File: src/rtl/layer_output_serializer.sv
// ---------------------------------------------------------------------------
// layer_output_serializer
//
// Collects NUM_NEURONS parallel neuron results and streams them out one word
// per cycle, starting with neuron 0. Each result arrives with its own 1-cycle
// valid pulse, in any order and in any cycle. A capture bank gathers the
// results. A separate shift bank streams them. This lets the producing layer
// fill the next set while the previous set is still being serialized.
//
// Optional feature macro: LAYER_SER_MAXIDX_EN
//   When it is defined, the signed argmax of each transferred set is registered
//   onto max_idx, and max_valid pulses together with word 0.
//   When it is undefined, max_idx and max_valid are tied to 0.
//
// Ports
//   clk        system clock, rising edge
//   rst        synchronous reset, active-high
//   x_in       neuron outputs, neuron i in [i*DATA_WIDTH +: DATA_WIDTH]
//   x_valid    per-neuron 1-cycle valid, bit i qualifies slice i
//   y_out      serialized word (to next layer myinput)
//   y_valid    y_out valid (to next layer myinputValid)
//   y_last     high with y_valid on word NUM_NEURONS-1
//   y_idx      index of the word on y_out
//   busy       shift bank streaming or a complete set waiting
//   overrun    sticky: a result was dropped because its slot was full
//   max_idx    argmax of the last transferred set (feature only)
//   max_valid  1-cycle pulse when max_idx updates (feature only)
// ---------------------------------------------------------------------------
module layer_output_serializer #(
  parameter int NUM_NEURONS = 5,
  parameter int DATA_WIDTH  = 16,
  parameter int IDX_WIDTH   = 3
) (
  input  logic                              clk,
  input  logic                              rst,
  input  logic [NUM_NEURONS*DATA_WIDTH-1:0] x_in,
  input  logic [NUM_NEURONS-1:0]            x_valid,
  output logic [DATA_WIDTH-1:0]             y_out,
  output logic                              y_valid,
  output logic                              y_last,
  output logic [IDX_WIDTH-1:0]              y_idx,
  output logic                              busy,
  output logic                              overrun,
  output logic [IDX_WIDTH-1:0]              max_idx,
  output logic                              max_valid
);

  localparam logic [IDX_WIDTH-1:0] LAST_IDX = IDX_WIDTH'(NUM_NEURONS - 1);

  typedef enum logic [0:0] {
    IDLE  = 1'b0,
    SHIFT = 1'b1
  } state_t;

  state_t state_r, state_s;

  logic [NUM_NEURONS-1:0] flag_r;
  logic [DATA_WIDTH-1:0]  cap_r [NUM_NEURONS];
  logic [DATA_WIDTH-1:0]  cap_s [NUM_NEURONS];
  logic [DATA_WIDTH-1:0]  sh_r  [NUM_NEURONS];
  logic [IDX_WIDTH-1:0]   k_r;
  logic [IDX_WIDTH-1:0]   k_nx_s;
  logic [NUM_NEURONS-1:0] refill_s;
  logic                   complete_s;
  logic                   at_last_s;
  logic                   transfer_s;

  // Capture bank as it would look after this edge (an empty slot takes its new
  // value). The set counts as complete as soon as the final missing result
  // arrives. This gives word 0 on the very next cycle.
  always_comb begin
    for (int i = 0; i < NUM_NEURONS; i++) begin
      if (x_valid[i] && !flag_r[i]) begin
        cap_s[i] = x_in[i*DATA_WIDTH +: DATA_WIDTH];
      end else begin
        cap_s[i] = cap_r[i];
      end
    end
    complete_s = &(flag_r | x_valid);
    at_last_s  = (k_r == LAST_IDX);
    k_nx_s     = k_r + {{(IDX_WIDTH-1){1'b0}}, 1'b1};
    // A valid on an already-full slot either starts the next set (on a
    // transfer edge) or is dropped as an overrun.
    refill_s   = x_valid & flag_r;
  end

  // FSM state register.
  always_ff @(posedge clk) begin
    if (rst) begin
      state_r <= IDLE;
    end else begin
      state_r <= state_s;
    end
  end

  // Next-state logic and the transfer decision. A complete set moves to the
  // shift bank when idle, or right after the last word so sets run gap-free.
  always_comb begin
    state_s    = state_r;
    transfer_s = 1'b0;
    case (state_r)
      IDLE: begin
        if (complete_s) begin
          transfer_s = 1'b1;
          state_s    = SHIFT;
        end else begin
          state_s    = IDLE;
        end
      end
      SHIFT: begin
        if (at_last_s) begin
          if (complete_s) begin
            transfer_s = 1'b1;
            state_s    = SHIFT;
          end else begin
            state_s    = IDLE;
          end
        end else begin
          state_s = SHIFT;
        end
      end
      default: begin
        state_s = IDLE;
      end
    endcase
  end

  // Capture bank, slot flags and the sticky overrun flag.
  always_ff @(posedge clk) begin
    if (rst) begin
      flag_r  <= {NUM_NEURONS{1'b0}};
      overrun <= 1'b0;
      for (int i = 0; i < NUM_NEURONS; i++) begin
        cap_r[i] <= {DATA_WIDTH{1'b0}};
      end
    end else if (transfer_s) begin
      // The bank empties. Refill valids on this edge seed the fresh set.
      flag_r <= refill_s;
      for (int i = 0; i < NUM_NEURONS; i++) begin
        if (refill_s[i]) begin
          cap_r[i] <= x_in[i*DATA_WIDTH +: DATA_WIDTH];
        end else begin
          cap_r[i] <= cap_r[i];
        end
      end
    end else begin
      flag_r <= flag_r | x_valid;
      cap_r  <= cap_s;
      if (|refill_s) begin
        overrun <= 1'b1;
      end else begin
        overrun <= overrun;
      end
    end
  end

  // Shift bank and registered stream outputs.
  always_ff @(posedge clk) begin
    if (rst) begin
      k_r     <= {IDX_WIDTH{1'b0}};
      y_out   <= {DATA_WIDTH{1'b0}};
      y_valid <= 1'b0;
      y_last  <= 1'b0;
      y_idx   <= {IDX_WIDTH{1'b0}};
      busy    <= 1'b0;
      for (int i = 0; i < NUM_NEURONS; i++) begin
        sh_r[i] <= {DATA_WIDTH{1'b0}};
      end
    end else if (transfer_s) begin
      sh_r    <= cap_s;
      k_r     <= {IDX_WIDTH{1'b0}};
      y_out   <= cap_s[0];
      y_valid <= 1'b1;
      y_last  <= 1'b0;
      y_idx   <= {IDX_WIDTH{1'b0}};
      busy    <= 1'b1;
    end else if (state_r == SHIFT && !at_last_s) begin
      k_r     <= k_nx_s;
      y_out   <= sh_r[k_nx_s];
      y_valid <= 1'b1;
      y_last  <= (k_nx_s == LAST_IDX);
      y_idx   <= k_nx_s;
      busy    <= 1'b1;
    end else if (state_r == SHIFT) begin
      // Last word went out and nothing is pending.
      y_valid <= 1'b0;
      y_last  <= 1'b0;
      busy    <= 1'b0;
    end else begin
      y_valid <= 1'b0;
      y_last  <= 1'b0;
      busy    <= 1'b0;
    end
  end

`ifdef LAYER_SER_MAXIDX_EN
  logic [DATA_WIDTH-1:0] best_val_s;
  logic [IDX_WIDTH-1:0]  best_idx_s;

  // Signed argmax over the set being transferred. The strict compare keeps
  // the lowest index on ties.
  always_comb begin
    best_val_s = cap_s[0];
    best_idx_s = {IDX_WIDTH{1'b0}};
    for (int i = 1; i < NUM_NEURONS; i++) begin
      if ($signed(cap_s[i]) > $signed(best_val_s)) begin
        best_val_s = cap_s[i];
        best_idx_s = IDX_WIDTH'(i);
      end else begin
        best_val_s = best_val_s;
      end
    end
  end

  // Registered class output. It pulses alongside word 0.
  always_ff @(posedge clk) begin
    if (rst) begin
      max_idx   <= {IDX_WIDTH{1'b0}};
      max_valid <= 1'b0;
    end else if (transfer_s) begin
      max_idx   <= best_idx_s;
      max_valid <= 1'b1;
    end else begin
      max_idx   <= max_idx;
      max_valid <= 1'b0;
    end
  end
`else
  assign max_idx   = {IDX_WIDTH{1'b0}};
  assign max_valid = 1'b0;
`endif

endmodule

File: config.mk
export PLATFORM = sky130hd
export DESIGN_NAME = layer_output_serializer
export DESIGN_NICKNAME = d
export VERILOG_FILES = /design/src/rtl/layer_output_serializer.sv
export SDC_FILE = /design/constraint.sdc
export NUM_CORES = 1
export LEC_CHECK = 0
export CAP_MARGIN = 20
export CORE_ASPECT_RATIO = 1.4
export CORE_MARGIN = 8
export CORE_UTILIZATION = 56
export CTS_CLUSTER_DIAMETER = 40
export DETAILED_ROUTE_END_ITERATION = 10
export GPL_TIMING_DRIVEN = 0
export PLACE_DENSITY = 0.8
export RECOVER_POWER = 100
export SYNTH_ARGS = -nofsm -noshare
export SYNTH_HDL_FRONTEND = slang
export SYNTH_SLANG_ARGS = --single-unit
export TNS_END_PERCENT = 1
File: constraint.sdc
create_clock -name clk -period 3.2 [get_ports clk]
set_input_delay 0.64 -clock clk [delete_from_list [all_inputs] [get_ports clk]]
set_output_delay 0.64 -clock clk [all_outputs]
set_load 0.03 [all_outputs]
==> impl_metrics.yaml, run 1 <==
drt:
  first_pass_iters: 5
  post_drt_wl_per_cell_um: 19.3
  routed_wirelength_um: 24700
  vias: 7263
  detail-route-antenna-nets: 0
  dr.first_iter.drc_count: 434
  via_per_inst: 5.67
  drc: 0
placement:
  dpl_cell_area_um2: 10500
  dp_cells: 1248
  gp_congestion: 0.905
  hpwlAfterDp_um: 18400
  port_buffers: 108
worst_setup_path:
  cp_slowest_stage_delay_ns: 0.37
  cp.arrival_ns: 3.32
  endpoint_kind: "flip-flop"
  crit_fanout: 10
  cp_cell_sequence: "buf_2 > inv_1 > buf_2 > ha_1 > a21bo_2 > and4_2 > buf_6 > clkbuf_2 > buf_6 > clkbuf_1 > a211oi_1"
  critical_path.slowest_cell: "dfxtp_1"
  path_class: "flip-flop to flip-flop"
  critPathLaunchType: "flip-flop"
  required_ns: 3.53
logic_synthesis:
  synthFlopType: "dfxtp_1"
  synth_area_leaders: "dfxtp_1 (41%), mux2i_1 (20%), nand2b_1 (11%)"
  yosys.area.top_type: "dfxtp_1"
  synthTopCellsByCount: "dfxtp_1 (188), mux2i_1 (182), nand2b_1 (161)"
  synth-edff-count: 0
  synth.top_cell.area_share_pct: 41.3
  synth.most_common_cell: "dfxtp_1"
  ys_warn_count: 0
  yosysUniqueCellTypes: 41
  ys_seq_area_share_pct: 41.3
  async_flop_share_pct: 0
  netlist_area_um2: 9110
  synth_area_per_cell_um2: 9.71
  syn_inst: 938
  ys_ff_latch: 188
layout:
  area_growth_pct: 21.5
  finalCoreUtilization_pct: 69.0
  stdcell_count: 1280
  fin_nets: 1158
  drive_above_1_share_pct: 8.42
  antennaDiodeCount: 0
  fin_area_um2: 11100
clock_tree:
  cts_sinks: 188
  cts-htree-levels: 4
  cts_buffers: 17
  cts_tree: "done"
  root_buffer: "clkbuf_16"
  ctsResizeCount: 0
  clk_pin_slew_ns: 0.07
  hold_buffers: 0
  insertion_delay_ns: 0.44
  postCtsSetupBuffers: 0
  clockBufferDepth: 2
timing:
  final-max-slew-violation-count: 0
  worst_pin_slew_ns: 0.819
  maxSlewHeadroom_pct: 45.4
  clock.fmax_mhz: 335
  fin_worst_skew_ns: 0.00954
  final_hold_viol_count: 0
  setup_viol: 0
  grt_setup_unrepaired: "no"
  finalCriticalPeriod_ns: 2.98
  whs_ns: 0.471
  period_share_pct: 93.2
  fin_tns_setup_ns: 0
power_and_ir_drop:
  max-vdd-ir-drop_mv: 0.491
  leakagePower_nw: 4.28
  pwr_density_cell_nw_per_um2: 544
die:
  fp.dieW_um: 124
  fp.dieH_um: 167
  ios: 114
  std_cell_rows: 55
  core_um2: 16000
  start_util_pct: 56.8
  dieArea_um2: 20700
global_route:
  grt_antenna_before_repair: 0
  grt_first_pass_wirelength_um: 38500
  grt_util_all_layers_pct: 24.0
  grt_overflow: 0
  grt_pass1_vias: 7366
  grt_start_max_net_pins: 17
flow_run:
  drv_cap: 0
worst_hold_path:
  hp-class: "flip-flop to flip-flop"
status:
  status: "finished, final reports clean"
-- state kept, by name, summed over array words and instances (netlist names) --
signal	flops
busy	1
cap_r	80
k_r	3
flag_r	5
state_r	1
y_out	16
sh_r	80
y_last	1
overrun	1
-- power by group --
group          internal, mW  switching, mW
Combinational         0.499          0.575
Clock                  1.40          0.905
Sequential             2.52          0.121
Total                  4.42           1.60
-- per-stage QoR --
step	power (mW)	worst slack, ns
3_5_place_dp	3.76	0.296
6_report	6.02	0.216
4_1_cts	6.04	0.328
2_1_floorplan	3.38	0.543
3_3_place_gp	3.74	0.302
5_1_grt	6.22	0.0510
-- cell families (layout without fill, tap and decap cells) --
logic type | Yosys count | in the layout | share of synthesized area [%]
simple gates | 296 | 296 | 17.3
mux | 203 | 203 | 23.7
flops | 188 | 188 | 41.3
compound gates | 144 | 144 | 11.6
buf+inv | 102 | 242 | 5.58
fa+ha+maj | 3 | 3 | 0.412
other cells | 1 | 4 | 0.0412
xor+xnor | 1 | 1 | 0.0961
-- metal layers --
metal  vias to the layer above  wire [µm]  GRT usage [%]
met2                       223      12600           41.2
met4                         0        754           10.6
met5                         -          0              0
met1                      3474       9990           28.0
met3                        51       1380           4.64
li1                       3515          -              -
-- worst paths after layout --
path / from / endpoint / slack [ns] / cells after the start
max: k_r[0] / sh_r[73] / 0.22 / 11
min: cap_r[27] / cap_r[27] / 0.47 / 2
max reg2reg: k_r[0] / sh_r[73] / 0.22 / 11
min reg2reg: cap_r[27] / cap_r[27] / 0.47 / 2
-- cells in the final DEF, fill, tap and decap left out, types with 12 or more instances in the layout --
cell,instances
dlygate4sd3_1,23
inv_1,17
nand2_1,26
clkdlybuf4s50_1,85
a211oi_1,79
nor2_1,84
a21oi_1,12
clkbuf_1,47
dfxtp_1,188
clkbuf_16,17
buf_2,20
nand2b_1,161
mux2i_1,182
-- layout make-up --
class | count | area [µm²]
Sequential cell | 188 | 3760
Buffer | 85 | 429
Multi-Input combinational cell | 651 | 4840
Inverter | 17 | 63.8
Fill cell | 1246 | 4960
Timing Repair Buffer | 108 | 1080
Clock buffer | 20 | 447
Tap cell | 199 | 249
Clock inverter | 12 | 194
-- worst max-delay path, delay by kind of cell, from the launching register on --
kind / cells / cell delay (ns)
compound gates: 2 / 0.57
fa+ha+maj: 1 / 0.24
buf+inv: 7 / 1.47
flops: 1 / 0.37
simple gates: 1 / 0.23
(Power assumes the default switching activity.)
==> inputs of run 2 (changes only) <==
Settings changed: CORE_MARGIN 8 to default.
==> run 2 against run 1 <==
Critical path depth is 1 lower. Power shrank 2.7%. Clock skew shrank 0.0027 ns. Clock power decreased by 7%. Combinational power barely moved. Clock-buffer cell count up 6. Final cell count shrank 0.31%.
==> impl_metrics.yaml, run 2 (synthesis results as in run 1) <==
drt:
  detail-route-antenna-nets: 0
  drc: 0
  vias: 7254
  routed_wirelength_um: 23600
  first_pass_iters: 8
  post_drt_wl_per_cell_um: 18.5
  dr.first_iter.drc_count: 323
  via_per_inst: 5.68
timing:
  final-max-slew-violation-count: 0
  fin_worst_skew_ns: 0.00682
  grt_setup_unrepaired: "no"
  finalCriticalPeriod_ns: 2.95
  period_share_pct: 92.2
  clock.fmax_mhz: 339
  fin_tns_setup_ns: 0
  maxSlewHeadroom_pct: 48.6
  final_hold_viol_count: 0
  worst_pin_slew_ns: 0.771
  setup_viol: 0
  whs_ns: 0.468
  worst_slack_ns: 0.250
placement:
  gp_congestion: 0.938
  port_buffers: 108
  hpwlAfterDp_um: 17600
  place_ws_ns: 0.267
  dpl_cell_area_um2: 10400
clock_tree:
  clockBufferDepth: 2
  cts-htree-levels: 4
  cts_buffers: 17
  postCtsSetupBuffers: 0
  insertion_delay_ns: 0.44
  clk_pin_slew_ns: 0.07
  cts_sinks: 188
  cts_tree: "done"
  root_buffer: "clkbuf_16"
  hold_buffers: 0
  ctsResizeCount: 0
layout:
  mostFrequentLayoutCells: "dfxtp_1 (188), mux2i_1 (182), nand2b_1 (161)"
  antennaDiodeCount: 0
  reg_top3: "cap_r x80, sh_r x80, y_out x16"
  multiInputGateArea_um2: 4840
  finalCoreUtilization_pct: 70.1
  fin_nets: 1158
  final_common_cell: "dfxtp_1"
  fin_area_um2: 11000
  fill_cells: 1266
  area_growth_pct: 21.1
  layout.area.seq_um2: 3760
  drive_above_1_share_pct: 8.33
worst_setup_path:
  critical-path-top-delay-family: "buffers and inverters"
  rrSetupSlack_ns: 0.25
  cp_cell_sequence: "buf_2 > inv_1 > buf_2 > ha_1 > a21bo_1 > and4_2 > buf_6 > mux2i_4 > buf_6 > mux2i_1"
  critical_path.slowest_cell: "mux2i_4"
  critPathLaunchType: "flip-flop"
  crit_buf_inv: 5
  crit_fanout: 10
  cp_slowest_stage_delay_ns: 0.46
  reg2reg_to: "cap_r[69]"
  cp.arrival_ns: 3.31
  regToRegStartpoint: "k_r[0]"
  rr_worst_depth: 10
  endpoint_kind: "flip-flop"
  path_class: "flip-flop to flip-flop"
  required_ns: 3.56
power_and_ir_drop:
  p_clk_share_pct: 36.7
  max-vdd-ir-drop_mv: 0.358
  p_sw_share_pct: 26.8
  leakagePower_nw: 4.27
  pwr_density_cell_nw_per_um2: 531
  seqPwrFrac_pct: 45.1
  combPwrFrac_pct: 18.2
  switching_power_mw: 1.57
  p_int_mw: 4.29
global_route:
  grt_pass1_vias: 7172
  grt_util_all_layers_pct: 29.2
  grt_antenna_before_repair: 0
  grt_start_max_net_pins: 17
  grt_overflow: 0
  grt_first_pass_wirelength_um: 37000
status:
  status: "finished, final reports clean"
die:
  ios: 114
  start_util_pct: 57.9
  fp.dieH_um: 153
  std_cell_rows: 54
  core_um2: 15700
  dieArea_um2: 16800
  fp.dieW_um: 110
worst_hold_path:
  min_to: "overrun"
  hold_depth: 2
  hold_start: "overrun"
  hp-class: "flip-flop to flip-flop"
flow_run:
  drv_cap: 0
-- run 2: changes by cell type in the layout (fill, tap and decap cells not counted), moves of 3 or more --
| cell | before | now |
|---|---|---|
| clkinv_2 | 4 | 1 |
| bufinv_16 | 5 | 2 |
| clkbuf_8 | 1 | 6 |
| buf_2 | 20 | 24 |
| clkbuf_2 | 5 | 2 |
-- run 2: worst max path at each step --
stage          startpoint         to  depth (start not counted)
2_1_floorplan      k_r[0]  cap_r[38]                         11
3_3_place_gp          rst    overrun                          5
3_5_place_dp          rst   sh_r[74]                          5
4_1_cts            k_r[0]  cap_r[69]                         10
5_1_grt            k_r[0]  cap_r[47]                         11
6_report           k_r[0]  cap_r[69]                         10
-- run 2: power groups by stage --
stage / registers (mW) / clock network, mW / logic (mW)
floorplan: 2.67 / 0 / 0.702
global placement: 2.69 / 0 / 1.05
detailed placement: 2.69 / 0 / 1.07
CTS: 2.64 / 2.16 / 1.08
global route: 2.66 / 2.26 / 1.15
finish: 2.64 / 2.15 / 1.07
-- run 2: cell type report --
cell class                      count  share of cell area [%]
Timing Repair Buffer              108                    9.80
Multi-Input combinational cell    651                    43.9
Clock inverter                      5                   0.726
Clock buffer                       26                    4.71
Sequential cell                   188                    34.1
Tap cell                          196                    2.22
Buffer                             85                    3.94
Inverter                           17                   0.579
-- run 2: worst register-to-register path, delay by kind of cell (launching register included) --
| kind | cells | cell delay (ns) |
|---|---|---|
| AO/OA/AOI/OAI | 1 | 0.25 |
| adder cells (fa/ha/maj) | 1 | 0.25 |
| buffers and inverters | 5 | 1.08 |
| flip-flops | 1 | 0.39 |
| multiplexers | 2 | 0.68 |
| AND/OR/NAND/NOR | 1 | 0.24 |
-- run 2: layer usage --
metal | share of wire (%) | GRT usage [%]
met1 | 42 | 35.6
met5 | 0 | 0
met3 | 4.7 | 5.54
met2 | 49 | 49.2
met4 | 3.7 | 13.0
-- run 2: per-stage QoR --
stage	total power [mW]	std cells
6_report	5.86	1276
5_1_grt	6.07	1276
4_1_cts	5.88	1276
3_5_place_dp	3.76	1245
3_3_place_gp	3.74	1245
2_1_floorplan	3.38	941
